$ cat src/rtl/servo_pkg.sv
// servo_pkg: shared types, default timing constants and the width clamp
// used by the servo PWM scheduler.
//   state_t     - frame sequencer states (IDLE, LOAD, RUN)
//   pulse_t     - 16-bit pulse width in timebase ticks
//   ch_idx_t    - 3-bit channel index as carried on the command bus
//   clamp_width - unsigned clamp of a requested width into [lo, hi]
package servo_pkg;

  typedef enum logic [1:0] {
    IDLE = 2'd0,
    LOAD = 2'd1,
    RUN  = 2'd2
  } state_t;

  typedef logic [15:0] pulse_t;
  typedef logic [2:0]  ch_idx_t;

  // Defaults: 100 MHz clock, 1 us tick, 20 ms frame, 1.0..2.0 ms pulses.
  localparam int CLK_HZ_DEFAULT    = 100_000_000;
  localparam int TICK_HZ_DEFAULT   = 1_000_000;
  localparam int N_CH_DEFAULT      = 4;
  localparam int FRAME_US_DEFAULT  = 20000;
  localparam int MIN_US_DEFAULT    = 1000;
  localparam int MAX_US_DEFAULT    = 2000;
  localparam int CENTER_US_DEFAULT = 1500;

  function automatic pulse_t clamp_width(input pulse_t w, input pulse_t lo, input pulse_t hi);
    pulse_t result;
    result = w;
    if (w < lo) begin
      result = lo;
    end else if (w > hi) begin
      result = hi;
    end
    return result;
  endfunction

endpackage

$ cat src/rtl/tick_gen.sv
// tick_gen: prescaler producing a one-clk tick every DIV clocks.
//   clk   - system clock
//   rst   - synchronous, active-high reset
//   clear - forces the prescaler to 0 (held while the sequencer is not running)
//   tick  - high on the last clock of each DIV-clock period
module tick_gen #(
  parameter int DIV = 100
) (
  input  logic clk,
  input  logic rst,
  input  logic clear,
  output logic tick
);

  localparam int PW = $clog2(DIV);
  localparam logic [PW-1:0] PRE_LAST = PW'(DIV - 1);

  logic [PW-1:0] pre_cnt_reg;
  logic [PW-1:0] pre_cnt_next;

  always_comb begin
    pre_cnt_next = pre_cnt_reg + PW'(1);
    if (clear || (pre_cnt_reg == PRE_LAST)) begin
      pre_cnt_next = '0;
    end
  end

  always_ff @(posedge clk) begin
    if (rst) begin
      pre_cnt_reg <= '0;
    end else begin
      pre_cnt_reg <= pre_cnt_next;
    end
  end

  assign tick = (pre_cnt_reg == PRE_LAST);

endmodule

$ cat src/rtl/servo_pwm_scheduler.sv
// servo_pwm_scheduler: multi-channel servo PWM frame sequencer.
// Commands land in per-channel shadow registers; shadows are copied into
// the active set only in the single LOAD cycle at each frame boundary, so
// a pulse in progress is never altered.
//   clk, rst        - system clock, synchronous active-high reset
//   enable          - run request; a frame in progress always completes
//   cmd_valid/ready - command handshake (ready low in reset and in LOAD)
//   cmd_ch/en/width - target channel, output enable, requested width (ticks)
//   cmd_err         - one-cycle pulse after accepting a command for cmd_ch >= N_CH
//   pwm_out         - registered servo pulse outputs
//   frame_start     - high during the LOAD cycle
//   running         - high in LOAD and RUN
module servo_pwm_scheduler
  import servo_pkg::*;
#(
  parameter int CLK_HZ    = CLK_HZ_DEFAULT,
  parameter int TICK_HZ   = TICK_HZ_DEFAULT,
  parameter int N_CH      = N_CH_DEFAULT,
  parameter int FRAME_US  = FRAME_US_DEFAULT,
  parameter int MIN_US    = MIN_US_DEFAULT,
  parameter int MAX_US    = MAX_US_DEFAULT,
  parameter int CENTER_US = CENTER_US_DEFAULT
) (
  input  logic            clk,
  input  logic            rst,
  input  logic            enable,
  input  logic            cmd_valid,
  output logic            cmd_ready,
  input  logic [2:0]      cmd_ch,
  input  logic            cmd_en,
  input  logic [15:0]     cmd_width,
  output logic            cmd_err,
  output logic [N_CH-1:0] pwm_out,
  output logic            frame_start,
  output logic            running
);

  localparam int DIV = CLK_HZ / TICK_HZ;
  localparam int UCW = $clog2(FRAME_US);
  localparam logic [UCW-1:0] US_LAST = UCW'(FRAME_US - 1);
  localparam pulse_t MIN_W    = pulse_t'(MIN_US);
  localparam pulse_t MAX_W    = pulse_t'(MAX_US);
  localparam pulse_t CENTER_W = pulse_t'(CENTER_US);

  state_t         state_reg;
  logic [UCW-1:0] us_cnt_reg;
  logic           frame_start_reg;
  logic           running_reg;
  logic           cmd_err_reg;

  pulse_t width_shadow_reg [N_CH];
  logic   en_shadow_reg    [N_CH];
  pulse_t width_act_reg    [N_CH];
  logic   en_act_reg       [N_CH];
  logic   pwm_reg          [N_CH];

  logic   tick;
  logic   cmd_accept;
  logic   cmd_bad_ch;
  pulse_t cmd_width_clamped;

  // Prescaler only free-runs in RUN so every frame starts with a full tick.
  tick_gen #(
    .DIV(DIV)
  ) u_tick_gen (
    .clk  (clk),
    .rst  (rst),
    .clear(state_reg != RUN),
    .tick (tick)
  );

  // LOAD is the only cycle that reads the shadows, so refuse writes there.
  assign cmd_ready         = !rst && (state_reg != LOAD);
  assign cmd_accept        = cmd_valid && cmd_ready;
  assign cmd_bad_ch        = ({1'b0, cmd_ch} >= 4'(N_CH));
  assign cmd_width_clamped = clamp_width(cmd_width, MIN_W, MAX_W);

  // Frame sequencer with registered status outputs.
  always_ff @(posedge clk) begin
    if (rst) begin
      state_reg       <= IDLE;
      us_cnt_reg      <= '0;
      frame_start_reg <= 1'b0;
      running_reg     <= 1'b0;
      cmd_err_reg     <= 1'b0;
    end else begin
      frame_start_reg <= 1'b0;
      cmd_err_reg     <= cmd_accept && cmd_bad_ch;
      case (state_reg)
        IDLE: begin
          us_cnt_reg  <= '0;
          running_reg <= 1'b0;
          if (enable) begin
            state_reg       <= LOAD;
            frame_start_reg <= 1'b1;
            running_reg     <= 1'b1;
          end
        end
        LOAD: begin
          us_cnt_reg  <= '0;
          running_reg <= 1'b1;
          state_reg   <= RUN;
        end
        RUN: begin
          if (tick) begin
            if (us_cnt_reg == US_LAST) begin
              us_cnt_reg <= '0;
              if (enable) begin
                state_reg       <= LOAD;
                frame_start_reg <= 1'b1;
              end else begin
                state_reg   <= IDLE;
                running_reg <= 1'b0;
              end
            end else begin
              us_cnt_reg <= us_cnt_reg + UCW'(1);
            end
          end
        end
        default: begin
          state_reg   <= IDLE;
          running_reg <= 1'b0;
        end
      endcase
    end
  end

  // Per-channel shadow, active and pulse registers.
  for (genvar gi = 0; gi < N_CH; gi++) begin : g_ch
    always_ff @(posedge clk) begin
      if (rst) begin
        width_shadow_reg[gi] <= CENTER_W;
        en_shadow_reg[gi]    <= 1'b0;
        width_act_reg[gi]    <= CENTER_W;
        en_act_reg[gi]       <= 1'b0;
        pwm_reg[gi]          <= 1'b0;
      end else begin
        if (cmd_accept && (cmd_ch == ch_idx_t'(gi))) begin
          width_shadow_reg[gi] <= cmd_width_clamped;
          en_shadow_reg[gi]    <= cmd_en;
        end
        if (state_reg == LOAD) begin
          width_act_reg[gi] <= width_shadow_reg[gi];
          en_act_reg[gi]    <= en_shadow_reg[gi];
        end
        // High for us_cnt 0..width-1, i.e. exactly width ticks, one clk late.
        pwm_reg[gi] <= (state_reg == RUN) && en_act_reg[gi] &&
                       (32'(us_cnt_reg) < 32'(width_act_reg[gi]));
      end
    end
    assign pwm_out[gi] = pwm_reg[gi];
  end

  assign frame_start = frame_start_reg;
  assign running     = running_reg;
  assign cmd_err     = cmd_err_reg;

endmodule

$ cat config.mk
export PLATFORM = sky130hd
export DESIGN_NAME = servo_pwm_scheduler
export DESIGN_NICKNAME = d
export VERILOG_FILES = /design/src/rtl/servo_pkg.sv /design/src/rtl/tick_gen.sv /design/src/rtl/servo_pwm_scheduler.sv
export SDC_FILE = /design/constraint.sdc
export NUM_CORES = 1
export LEC_CHECK = 0
export ABC_CLOCK_PERIOD_IN_PS = 2400
export CORE_ASPECT_RATIO = 0.8
export CORE_MARGIN = 2
export CORE_UTILIZATION = 55
export CTS_CLUSTER_DIAMETER = 120
export DETAILED_ROUTE_END_ITERATION = 10
export PLACE_DENSITY = 0.72
export SYNTH_ARGS = -nofsm -noshare
export SYNTH_HDL_FRONTEND = slang
export SYNTH_SLANG_ARGS = --single-unit
$ cat constraint.sdc
create_clock -name clk -period 2.4 [get_ports clk]
set_input_delay 0.24 -clock clk [delete_from_list [all_inputs] [get_ports clk]]
set_output_delay 0.24 -clock clk [all_outputs]
set_load 0.05 [all_outputs]
== Word level (Yosys, flattened, before mapping) ==
Memory sizes are Yosys's and may differ from the RTL's.
Index checks and enable logic that the tools add are counted.

* Add/subtract/negate cells: 2
* Order comparisons: 7
* Equality and inequality tests: 13
* Muxes and demuxes: 56
* Bitwise logic cells: 20
* Reduce and logical (&&, ||, !) cells: 25

{| class="wikitable"
|+ Operators with widths
! kind !! number
|-
| two-way mux 16 bit || 10
|-
| < comparator 15 x 16 -> 1 bit || 4
|-
| two-way mux 1 bit || 37
|-
| two-way mux 15 bit || 2
|-
| case mux 15 bit (2 select lines) || 1
|-
| bitwise OR 1 bit || 20
|-
| > comparator 16 x 11 -> 1 bit (second input constant) || 1
|-
| < comparator 16 x 10 -> 1 bit (second input constant) || 1
|-
| adder 15 x 1 -> 15 bit (second input constant) || 1
|-
| equality test 15 bit (second input constant) || 1
|-
| logical AND 1 bit || 15
|-
| inequality test 2 bit (second input constant) || 5
|-
| adder 7 x 1 -> 7 bit (second input constant) || 1
|-
| equality test 7 bit (second input constant) || 1
|-
| equality test 3 x 2 -> 1 bit (second input constant) || 2
|-
| two-way mux 2 bit || 3
|-
| case mux 2 bit (3 select lines) || 1
|-
| AND reduction 3 bit || 2
|-
| OR reduction 2 bit || 2
|-
| equality test 3 x 1 -> 1 bit (second input constant) || 1
|-
| >= comparator 3 bit (second input constant) || 1
|-
| logical NOT 3 bit || 1
|-
| case mux 1 bit (3 select lines) || 1
|-
| equality test 2 x 1 -> 1 bit (second input constant) || 1
|-
| other kinds (8) || 8
|}

* Bits in registers: 27
* Memory bits (writable): 140
* Input port bits: 24
* Output and inout bits: 8
* Word-level logic and storage cells: 134
* Memories: 5

{| class="wikitable"
|+ Memories
! memory !! depth !! width !! rd ports !! clocked after memory_dff !! wr ports !! RTL line !! text
|-
| width_act_reg || 4 || 16 || 4 || 0 || 4 || servo_pwm_scheduler.sv:53 || <nowiki>pulse_t width_act_reg [N_CH];</nowiki>
|-
| width_shadow_reg || 4 || 16 || 4 || 0 || 4 || servo_pwm_scheduler.sv:51 || <nowiki>pulse_t width_shadow_reg [N_CH];</nowiki>
|-
| en_act_reg || 4 || 1 || 4 || 0 || 4 || servo_pwm_scheduler.sv:54 || <nowiki>logic en_act_reg [N_CH];</nowiki>
|-
| en_shadow_reg || 4 || 1 || 4 || 0 || 4 || servo_pwm_scheduler.sv:52 || <nowiki>logic en_shadow_reg [N_CH];</nowiki>
|-
| pwm_reg || 4 || 1 || 4 || 0 || 4 || servo_pwm_scheduler.sv:55 || <nowiki>logic pwm_reg [N_CH];</nowiki>
|}

== Depth between registers and ports, before layout ==
* Word-level depth: 8
* Depth in mapped cells: 7

== Hierarchy ==
From an unflattened synthesis, not the netlist that was laid out.

* Cell total of the unflattened synthesis: 656
* Area, all modules: 7923.8 um2

{| class="wikitable"
|+ Modules (own cells, without submodules)
! module !! times used !! cells each !! area an instance (um2) !! seq. area each (um2)
|-
| servo_pwm_scheduler || 1 || 622 || 7612.3 || 4564.4
|-
| tick_gen || 1 || 34 || 311.5 || 140.1
|}

== Worst setup path before layout ==
OpenSTA, ideal clock, no wires.

* Path kind: register to register
* From: register state_reg[1]
* To: memory en_act_reg[0], enable pin
* Library setup time: 0.564 ns
* Data arrival time: 2.365 ns
* Path slack: -0.529 ns
* Cell stages (with the launch flop): 5
* Path buffers: 1
* Cells stage by stage: dfxtp_1 buf_4 nor2b_1 nor2_1 inv_1

{| class="wikitable"
|+ RTL lines
! element !! RTL line !! text
|-
| from (decl) || servo_pwm_scheduler.sv:45 || <nowiki>state_t state_reg;</nowiki>
|-
| from (signal assigned) || servo_pwm_scheduler.sv:81 || <nowiki>state_reg <= IDLE;</nowiki>
|-
| from (signal assigned) || servo_pwm_scheduler.sv:94 || <nowiki>state_reg <= LOAD;</nowiki>
|-
| from (signal assigned) || servo_pwm_scheduler.sv:102 || <nowiki>state_reg <= RUN;</nowiki>
|-
| to (decl) || servo_pwm_scheduler.sv:54 ||
|}

== Final worst setup path ==
* From: register u_tick_gen.pre_cnt_reg[2]
* To: register us_cnt_reg[8]

* Longest elaborated chain between the ends: 3

{| class="wikitable"
|+ Ends and longest elaborated chain
! element !! RTL line !! text
|-
| from (decl) || tick_gen.sv:18 || <nowiki>logic [PW-1:0] pre_cnt_reg;</nowiki>
|-
| from (signal assigned) || tick_gen.sv:32 || <nowiki>pre_cnt_reg <= pre_cnt_next;</nowiki>
|-
| equality test 7 bit || tick_gen.sv:36 || <nowiki>assign tick = (pre_cnt_reg == PRE_LAST);</nowiki>
|-
| inequality test 2 bit (no line) || -- ||
|-
| AND reduction 2 bit (no line) || -- ||
|-
| to (signal assigned) || servo_pwm_scheduler.sv:116 || <nowiki>us_cnt_reg <= us_cnt_reg + UCW'(1);</nowiki>
|-
| to (decl) || servo_pwm_scheduler.sv:46 || <nowiki>logic [UCW-1:0] us_cnt_reg;</nowiki>
|}

No other way between the ends.
A chain may end at the register's enable or synchronous reset.

==> metrics.md <==
| Metric | Value |
|---|---|
| Die W | roughly 140 um |
| Nets | 807 |
| Status | complete, no violations |
| Cells after synthesis | roughly 660 |
| Setup TNS after final layout | 0 ns |
| Post-CTS sizing | 0 |
| Final worst path period need | 2.07 ns |
| # hold bufs at CTS | 0 |
| Met1 usage | 0.319 |
| DIE AREA | 15200 sq um |
| DRT iter0 DRCs | a little over 500 |
| # rows | 38 |
| Reg clk slew, reported paths | approximately 0.070 ns |
| Sequential element share of the synthesized area | 0.602 |
| Synth area leaders | edfxtp_1 52%, ha_1 9.3%, dfxtp_1 7.9% |
| GR Util met3 | 0.0496 |
| Die Height | ~110 um |
| Initial Util | 0.569 |
| Antenna Violating Nets Remaining | 0 |
| Synth warn | 0 |
| Final-layout fill cell count | 996 |
| # DRC | 0 |
| Worst slew pin tran | 0.636 ns |
| Later-pin clock latency in the skew report | ~0.44 ns |
| Ant diodes | 0 |
| Final Hold Fails | 0 |
| Main synth FF type | edfxtp_1 |
| Mean Syn Cell Area | roughly 12 sq um |
| Max Freq | 483 MHz |
| Mapped Area | 7820 sq um |
| DP Wirelength | 11.5 mm |
| Hold Crit Depth | 2 |
| I/O pin count | 32 |
| Peak supply drop | between 0.5 and 0.6 mV |
| Final setup viols | 0 |
| CTS Root Cell | clkbuf_16 |
| Kind of end point of the critical path | register |
| Commonest non-fill, non-tap cell in the layout | edfxtp_1 |
| Routing usage on met2 | 0.388 |
| Tot Pwr | 6.30 mW |
| CTS Buf Count | 17 |
| Port-buffer cells | 31 |
| GPL Wtd Cong | 0.846 |
| CP Data Arrival Time | 2.37 ns |
| Drt total wl | 16.5 mm |
| Layout cells sized above 1 | 0.0921 |
| Synth area leader | edfxtp_1 |
| Final Cycle Share | 0.862 |
| Headroom to the max-slew limit | 0.575 |
| Area share of the largest cell type after synthesis | 0.522 |
| Setup crit start kind | register |
| H-Tree Depth | 4 |
| Layout area overhead | 16.4% |
| Max-Cap Viols | 0 |
| CTS tree | built |
| Postcts setup bufs | 0 |
| EDFF count, synth | 136 |
| R2R Path End | us_cnt_reg[8]$_SDFFE_PP0P_ |
| Largest net degree at the start of global routing | 47 |
| Critical Path Source | u_tick_gen.pre_cnt_reg[2]$_SDFF_PP0_ |
| Hold Path Class | in -> reg |
| Vias | 5187 |
| Antenna violations before repair | 0 |
| Crit-path max FO | 14 |
| Routed WL per cell | between 15 and 20 um |
| CP Class | reg -> reg |
| Final Slew Violations | 0 |
| Ys async rst share | 0 |
| Total congestion overflow | 0 |
| Min-Delay Endpoint | cmd_err$_SDFF_PP0_ |
| RSZ-0062 raised after global routing | no |
| Busiest layer in global routing | met2 |
| Worst Path Required | 2.70 ns |
| 1st-pass router iterations | 4 |
| Commonest non-fill, non-tap cells in the layout | 136 x edfxtp_1, 60 x inv_1, 58 x ha_1 |
| DR vias/cell | between 5 and 6 |
| First-pass GRT wire length | 27.0 mm |
| Yosys cell types | 50 |
| PwrDens | 693 nW/um^2 |
| Beginning of the worst hold path | cmd_valid |
| Reg2reg path depth | 4 |
| Skew final | between 0.007 and 0.008 ns |
| Worst r2r src | u_tick_gen.pre_cnt_reg[2]$_SDFF_PP0_ |
| Gr usage total | 0.238 |
| TritonCTS Sinks | ~170 |
| Seq cells post-synth | 167 |
| Core Box Area | 13700 sq um |
| CTS max path bufs | 2 |
| Leak | 3.79 nW |
| Reg2reg setup slack | 0.33 ns |
| Vias in the first global route | 5282 |
cell usage after synthesis, types with 2 or more instances:
| cell | count |
|---|---|
| clkbuf_1 | 23 |
| nand2_1 | 50 |
| nand3_1 | 27 |
| o2111ai_1 | 5 |
| a21o_1 | 4 |
| nand4_1 | 6 |
| nand2b_1 | 2 |
| and2_1 | 5 |
| or3_1 | 28 |
| xor2_1 | 13 |
| buf_4 | 5 |
| nor2_1 | 53 |
| a41oi_1 | 4 |
| o21a_1 | 2 |
| and3_1 | 50 |
| xnor2_1 | 6 |
| ha_1 | 58 |
| o211ai_1 | 6 |
| edfxtp_1 | 136 |
| and4_1 | 6 |
| a211oi_1 | 3 |
| o21ai_0 | 17 |
| o211a_1 | 4 |
| nor2b_1 | 4 |
| nor3_1 | 14 |
| a21oi_1 | 18 |
| dfxtp_1 | 31 |
| inv_1 | 61 |
worst max path at each step:
stage,cells past startpoint,endpoint,slack [ns]
5_1_grt,4,us_cnt_reg[12]$_SDFFE_PP0P_,0.24
3_3_place_gp,5,width_shadow_reg[0][0]$_SDFFCE_PN0P_,0.30
2_1_floorplan,4,en_act_reg[0]$_DFFE_PP_,0.01
3_5_place_dp,6,width_shadow_reg[1][6]$_SDFFCE_PN1P_,0.24
6_report,4,us_cnt_reg[8]$_SDFFE_PP0P_,0.33
4_1_cts,4,us_cnt_reg[8]$_SDFFE_PP0P_,0.32
per-layer routing:
| metal | up-vias | wire length, um |
|---|---|---|
| li1 | 2500 | - |
| met1 | 2498 | 7300 |
| met2 | 170 | 8060 |
| met3 | 19 | 990 |
| met4 | 0 | 197 |
| met5 | - | 0 |
worst max-delay path: stages, from the launching register on:
cell and delay [ns]:
dfxtp_1 0.36, or4b_4 0.57, or2_4 0.29, o311ai_4 0.59
nor2_1 0.11
power breakdown:
group | switching (mW) | internal (mW) | leakage, nW
Combinational | 0.239 | 0.132 | 2.02
Sequential | 0.0314 | 3.25 | 1.48
Clock | 1.27 | 1.39 | 0.283
Total | 1.54 | 4.77 | 3.79
layout make-up:
| class | count | area [sq um] | area share |
|---|---|---|---|
| Clock buffer | 17 | 425 | 0.0467 |
| Clock inverter | 15 | 153 | 0.0168 |
| Inverter | 61 | 233 | 0.0256 |
| Multi-Input combinational cell | 423 | 2820 | 0.310 |
| Sequential cell | 167 | 4700 | 0.517 |
| Tap cell | 180 | 225 | 0.0247 |
| Timing Repair Buffer | 55 | 538 | 0.0591 |
cell families (layout without fill, tap and decap cells):
family / count (synthesis) / count (layout) / synth area share
simple gates: 255 / 255 / 0.170
xor+xnor: 19 / 19 / 0.0213
buf+inv: 92 / 148 / 0.0477
fa+ha+maj: 58 / 58 / 0.0928
compound gates: 70 / 70 / 0.0642
other cells: 1 / 20 / 0.000480
mux: 1 / 1 / 0.00128
flops: 167 / 167 / 0.602
metrics by stage:
stage | hold slack [ns] | area, sq um | util | cells | worst slack (ns)
floorplan | 0.386 | 7900 | - | 682 | 0.00958
global placement | 0.444 | 8520 | 0.620 | 886 | 0.296
detailed placement | 0.478 | 8520 | 0.620 | 886 | 0.239
CTS | 0.400 | 9100 | 0.662 | 918 | 0.318
global route | 0.432 | 9100 | 0.662 | 918 | 0.237
finish | 0.413 | 9100 | 0.662 | 918 | 0.331
(Power assumes the default switching activity.)
